## config.mk

```make
export PLATFORM = sky130hd
export DESIGN_NAME = ifu_pfb
export DESIGN_NICKNAME = d
export VERILOG_FILES = /design/src/rtl/ifu_pfb.sv
export SDC_FILE = /design/constraint.sdc
export NUM_CORES = 1
export LEC_CHECK = 0
export ABC_AREA = 1
export ABC_CLOCK_PERIOD_IN_PS = 4850
export BUFFER_PORTS_ARGS = -buffer_cell sky130_fd_sc_hd__buf_2
export CAP_MARGIN = 10
export CELL_PAD_IN_SITES_DETAIL_PLACEMENT = 2
export CELL_PAD_IN_SITES_GLOBAL_PLACEMENT = 2
export CORE_ASPECT_RATIO = 0.8
export CORE_MARGIN = 2
export CORE_UTILIZATION = 30
export CTS_BUF_LIST = sky130_fd_sc_hd__clkbuf_2 sky130_fd_sc_hd__clkbuf_4 sky130_fd_sc_hd__clkbuf_8
export DETAILED_ROUTE_END_ITERATION = 8
export PLACE_DENSITY = 0.75
export SYNTH_ARGS = -nofsm -noshare
export SYNTH_HDL_FRONTEND = slang
export SYNTH_SLANG_ARGS = --single-unit
```

## constraint.sdc

```tcl
create_clock -name clk -period 4.85 [get_ports clk]
set_input_delay 0.2425 -clock clk [delete_from_list [all_inputs] [get_ports clk]]
set_output_delay 0.2425 -clock clk [all_outputs]
set_load 0.005 [all_outputs]
```

## src/rtl/ifu_pfb.sv

```systemverilog
// Sequential instruction fetch unit with a PC-tagged prefetch FIFO.
// Several fetches may be in flight; a redirect flushes the FIFO and drops stale responses.
module ifu_pfb #(
  parameter int unsigned       XLEN      = 32,
  parameter int unsigned       DEPTH     = 4,
  parameter int unsigned       MAX_OUTST = 2,
  parameter logic [XLEN-1:0]   RESET_PC  = 32'h80000000,
  parameter int unsigned       PC_INC    = 4
) (
  input  logic            clk,
  input  logic            rst_n,
  output logic            hs_rd4ls_val,
  input  logic            hs_ls4rd_rdy,
  output logic [XLEN-1:0] o_pc_nx,
  input  logic            i_rsp_val,
  input  logic [XLEN-1:0] i_in_r,
  output logic            val,
  input  logic            rdy,
  output logic [XLEN-1:0] o_in,
  output logic [XLEN-1:0] o_pc_r,
  input  logic            i_setpc,
  input  logic [XLEN-1:0] i_pc,
  input  logic [XLEN-1:0] i_pcadd
);

  localparam int unsigned AW = (DEPTH > 1) ? $clog2(DEPTH) : 1;
  localparam int unsigned CW = $clog2(DEPTH + 1);
  localparam int unsigned OW = $clog2(MAX_OUTST + 1);
  localparam int unsigned SW = $clog2(DEPTH + MAX_OUTST + 1);
  localparam logic [XLEN-1:0] INC = XLEN'(PC_INC);

  logic [XLEN-1:0] fetch_pc_q, fetch_pc_d;
  logic [XLEN-1:0] rsp_pc_q, rsp_pc_d;
  logic [CW-1:0]   count_q, count_d;
  logic [AW-1:0]   rd_ptr_q, rd_ptr_d;
  logic [AW-1:0]   wr_ptr_q, wr_ptr_d;
  logic [OW-1:0]   outst_q, outst_d;
  logic [OW-1:0]   drop_q, drop_d;

  logic [XLEN-1:0] ins_q [DEPTH];
  logic [XLEN-1:0] tag_q [DEPTH];

  logic [XLEN-1:0] target;
  logic [SW-1:0]   occupancy;
  logic            req_fire;
  logic            rsp_ok;
  logic            push;
  logic            pop;

  // Occupancy counts entries held plus entries still owed by useful in-flight fetches.
  assign occupancy    = SW'(count_q) + SW'(outst_q) - SW'(drop_q);
  assign hs_rd4ls_val = rst_n && !i_setpc && (outst_q < OW'(MAX_OUTST)) && (occupancy < SW'(DEPTH));
  assign o_pc_nx      = fetch_pc_q;
  assign val          = (count_q != '0);
  assign o_in         = ins_q[rd_ptr_q];
  assign o_pc_r       = tag_q[rd_ptr_q];

  assign target   = i_pc + i_pcadd;
  assign req_fire = hs_rd4ls_val && hs_ls4rd_rdy;
  assign rsp_ok   = i_rsp_val && (outst_q != '0);
  assign pop      = val && rdy;

  always_comb begin
    fetch_pc_d = fetch_pc_q;
    rsp_pc_d   = rsp_pc_q;
    count_d    = count_q;
    rd_ptr_d   = rd_ptr_q;
    wr_ptr_d   = wr_ptr_q;
    drop_d     = drop_q;
    push       = 1'b0;
    outst_d    = outst_q;

    if (req_fire && !rsp_ok) begin
      outst_d = outst_q + OW'(1);
    end else if (!req_fire && rsp_ok) begin
      outst_d = outst_q - OW'(1);
    end

    if (i_setpc) begin
      fetch_pc_d = target;
      rsp_pc_d   = target;
      count_d    = '0;
      rd_ptr_d   = '0;
      wr_ptr_d   = '0;
      drop_d     = rsp_ok ? (outst_q - OW'(1)) : outst_q;
    end else begin
      if (req_fire) begin
        fetch_pc_d = fetch_pc_q + INC;
      end
      if (rsp_ok) begin
        if (drop_q != '0) begin
          drop_d = drop_q - OW'(1);
        end else begin
          push     = 1'b1;
          wr_ptr_d = wr_ptr_q + AW'(1);
          rsp_pc_d = rsp_pc_q + INC;
        end
      end
      if (pop) begin
        rd_ptr_d = rd_ptr_q + AW'(1);
      end
      case ({push, pop})
        2'b10:   count_d = count_q + CW'(1);
        2'b01:   count_d = count_q - CW'(1);
        default: count_d = count_q;
      endcase
    end
  end

  always_ff @(posedge clk or negedge rst_n) begin
    if (!rst_n) begin
      fetch_pc_q <= RESET_PC;
      rsp_pc_q   <= RESET_PC;
      count_q    <= '0;
      rd_ptr_q   <= '0;
      wr_ptr_q   <= '0;
      outst_q    <= '0;
      drop_q     <= '0;
    end else begin
      fetch_pc_q <= fetch_pc_d;
      rsp_pc_q   <= rsp_pc_d;
      count_q    <= count_d;
      rd_ptr_q   <= rd_ptr_d;
      wr_ptr_q   <= wr_ptr_d;
      outst_q    <= outst_d;
      drop_q     <= drop_d;
    end
  end

  // Storage is cleared by reset so the head outputs show known values while empty.
  always_ff @(posedge clk or negedge rst_n) begin
    if (!rst_n) begin
      for (int i = 0; i < DEPTH; i++) begin
        ins_q[i] <= '0;
        tag_q[i] <= RESET_PC;
      end
    end else if (push) begin
      ins_q[wr_ptr_q] <= i_in_r;
      tag_q[wr_ptr_q] <= rsp_pc_q;
    end
  end

endmodule

```

==> run_results.csv <==
group,metric,value,unit
status,status,"finished, final reports clean",
synth,syn_area_per_cell,7.46,um2
detailed_routing,vias,17700,
detailed_routing,wl_per_cell,20.1,um
sta,finClkSkew,0.0343,ns
synth,synth_flop_cell,"dfrtp_1",
setup_path,reg2reg_slack,1.61,ns
synth,synth_area,18200,um2
pwr,intPower,0.00630,W
synth,synth_xor_area_frac,0.0158,
pwr,peakVddDrop,0.202,mV
clock_network,cts.repair.resized,0,
sta,setup_viol,0,
pwr,power_leakage,10.6,nW
clock_network,cts_buffers,56,
pwr,netSwitchingFraction,0.402,
synth,synth_nets,2585,
synth,synth-edff-count,0,
setup_path,end_kind,"output pin",
global_routing,first_global_vias,19500,
pwr,switching_power,0.00424,W
floorplanning,rows,80,
synth,synth-simple-area-share,0.239,
place,gp_congestion,0.863,
clock_network,htreeDepth,2,
final_layout,nNetsFinal,2778,
detailed_routing,drtAntennaViolNets,0,
global_routing,antenna_found_initial,2,
synth,synth_compound_area_frac,0.180,
synth,syn-instance-count,2438,
sta,period_share,0.720,
final_layout,layout-drive-gt1-share,0.142,
min_path,hold_path_class,"input pin to register",
synth,synth_top_family_by_area,"simple AND/OR/NAND/NOR gates",
synth,ys_warn_count,0,
synth,ys_async_sr_fraction,1.00,
min_path,min_path_cells,4,
sta,slew_headroom,0.301,
detailed_routing,dr.pass1.iters,5,
place,place_hpwl,47900,um
min_path,hold-path-endpoint,"rd_ptr_q[0]$_DFFE_PN0P_",
floorplanning,fp.dieH,224,um
sta,fin_tns_setup,0,ns
sta,hold_viol,0,
clock_network,cts_tree,"built",
sta,whs,0.0862,ns
pwr,p_clk_frac,0.257,
setup_path,critical_path_arrival,3.25,ns
clock_network,cts_sinks,331,
global_routing,grt_usage,0.223,
final_layout,syn2layout_area_growth,17.6,%
setup_path,worstReg2RegStart,"count_q[1]$_DFFE_PN0P_",
floorplanning,die_area,62700,um2
floorplanning,initial_core_util,0.305,
synth,synthAdderAreaFrac,0.0322,
setup_path,r2r_cells,12,
job,drv_cap,0,
clock_network,clkTransAtPathRegs,0.06,ns
pwr,power_density,493,nW/um2
setup_path,crit_required,4.61,ns
setup_path,path_class,"register to output pin",
sta,slew_violations,0,
setup_path,cp-start-kind,"register",
clock_network,cts-root-buf,"clkbuf_8",
sta,rsz0062_at_grt,"no",
synth,synth_mux_area_frac,0,
sta,clock.fmax,286,MHz
place,io_buffers,199,
synth,ys_types,44,
detailed_routing,routed_wl,69400,um
setup_path,r2r_end,"o_pc_nx[20]$_DFFE_PN0P_",
detailed_routing,drc_errors,0,
global_routing,gr-total-overflow,0,
setup_path,worstPathMaxFanout,55,
sta,post-route-min-period,3.49,ns
min_path,hp-start,"rdy",
floorplanning,die_x,279,um
clock_network,clock_path_buffers,3,
clock_network,cts_setup_buffers,0,
sta,tightest_slew,1.05,ns
floorplanning,ios,200,
detailed_routing,initialDrtViolationCount,794,
detailed_routing,routed_via_density,5.13,
pwr,p_comb_frac,0.353,
global_routing,grt_start_max_net_pins,173,
global_routing,grt_pass1_wl,112000,um
pwr,power.share.sequential,0.390,
synth,synth-seq-area-share,0.456,
clock_network,insertion_delay,0.67,ns
floorplanning,coreArea,59800,um2
synth,synth-seq-cells,331,
layout by cell type, fill, tap and decap left out, drive strengths merged, types with 6 or more instances in the layout:
cell type,count
a21oi,77
a22oi,13
a31oi,13
buf,217
clkbuf,92
clkinv,11
dfrtp,325
dfstp,6
dlygate4sd3,37
ha,42
inv,222
nand2,649
nand3,78
nand3b,10
nand4,14
nor2,272
nor3,30
o21ai,445
o21bai,6
o22ai,65
xnor2,7
xor2,25
Yosys cell counts (all sizes together) (2+ instances only):
cell type  instances  area (um2)
a21oi             77         389
xor2              25         219
and2               4        25.0
inv              224         841
buf               74         384
nand3b            10        75.1
nor2             272        1080
fa                 3        60.1
or2                4        25.0
ha                42         526
a31oi             13        81.3
o22ai             65         407
clkbuf            45         170
o21bai             6        45.0
nor4               2        12.5
nand4             14        87.6
o21ai            445        2230
nor3              30         191
xnor2              7        68.8
a22oi             13        97.6
nand2            649        2450
dfrtp            325        8130
dfstp              6         158
nand3             78         410
worst max-delay path: stages, from the launching register on:
cell     delay, ns
dfrtp_4       0.73
buf_4         0.46
buf_4         0.58
o21ai_0       0.21
o22ai_1       0.35
buf_2         0.18
per-layer routing:
metal,routed length [um],up-vias,GRT usage
li1,-,8370,-
met2,32800,263,0.374
met3,2340,74,0.0290
met1,33100,9021,0.308
met5,0,-,0
met4,1170,0,0.0486
kinds of logic after synthesis:
kind of cell | Yosys count
flops | 331
compound gates | 623
fa+ha+maj | 45
xor+xnor | 32
buf+inv | 343
simple gates | 1064
power by group through the flow:
| stage | Combinational [W] | Sequential, W | Clock (W) |
|---|---|---|---|
| 4_1_cts | 0.00379 | 0.00411 | 0.00279 |
| 5_1_grt | 0.00424 | 0.00422 | 0.00291 |
| 3_3_place_gp | 0.00353 | 0.00410 | 0 |
| 2_1_floorplan | 0.00224 | 0.00392 | 0 |
| 3_5_place_dp | 0.00373 | 0.00415 | 0 |
| 6_report | 0.00372 | 0.00411 | 0.00271 |
flip-flops by register name (all words and copies together) (netlist names):
register and count:
ins_q 128, tag_q 128, outst_q 2, rd_ptr_q 2
wr_ptr_q 2, o_pc_nx 32, rsp_pc_q 32, drop_q 2
count_q 3
cell type report:
cell class,count,area [um2]
multi-input combinational,1764,8540
timing repair buffer,254,1540
tap,779,975
fill,6964,38400
inverter,224,843
sequential,331,8300
clock inverter,11,71.3
antenna,2,5.00
clock buffer,92,1120
worst max-delay path by stage:
stage                                 start                      end  slack [ns]  depth (start not counted)
floorplan            count_q[1]$_DFFE_PN0P_   outst_q[1]$_DFFE_PN0P_        2.50                         12
global placement     count_q[1]$_DFFE_PN0P_  o_pc_nx[20]$_DFFE_PN0P_        1.84                         12
detailed placement   outst_q[1]$_DFFE_PN0P_  o_pc_nx[20]$_DFFE_PN0P_        1.68                         12
CTS                 rd_ptr_q[0]$_DFFE_PN0P_               o_pc_r[20]        1.28                          5
global route        rd_ptr_q[0]$_DFFE_PN0P_               o_pc_r[20]        1.10                          5
finish              rd_ptr_q[0]$_DFFE_PN0P_               o_pc_r[20]        1.36                          5
what timing repair did:
item | CTS | global route
endpoints found under the hold margin | 221 | 0
hold buffers | 37 | 0
endpoints found under the setup margin | 0 | 0
metrics by stage:
stage / utilization / power, W / cells / cell area, um2 / setup WS, ns
global placement: 0.332 / 0.00762 / 3315 / 19800 / 1.84
CTS: 0.358 / 0.0107 / 3455 / 21400 / 1.28
finish: 0.358 / 0.0105 / 3457 / 21400 / 1.36
detailed placement: 0.332 / 0.00787 / 3315 / 19800 / 1.68
floorplan: - / 0.00616 / 2438 / 18200 / 2.50
global route: 0.358 / 0.0114 / 3457 / 21400 / 1.10
Power figures use the tool's default switching activity.
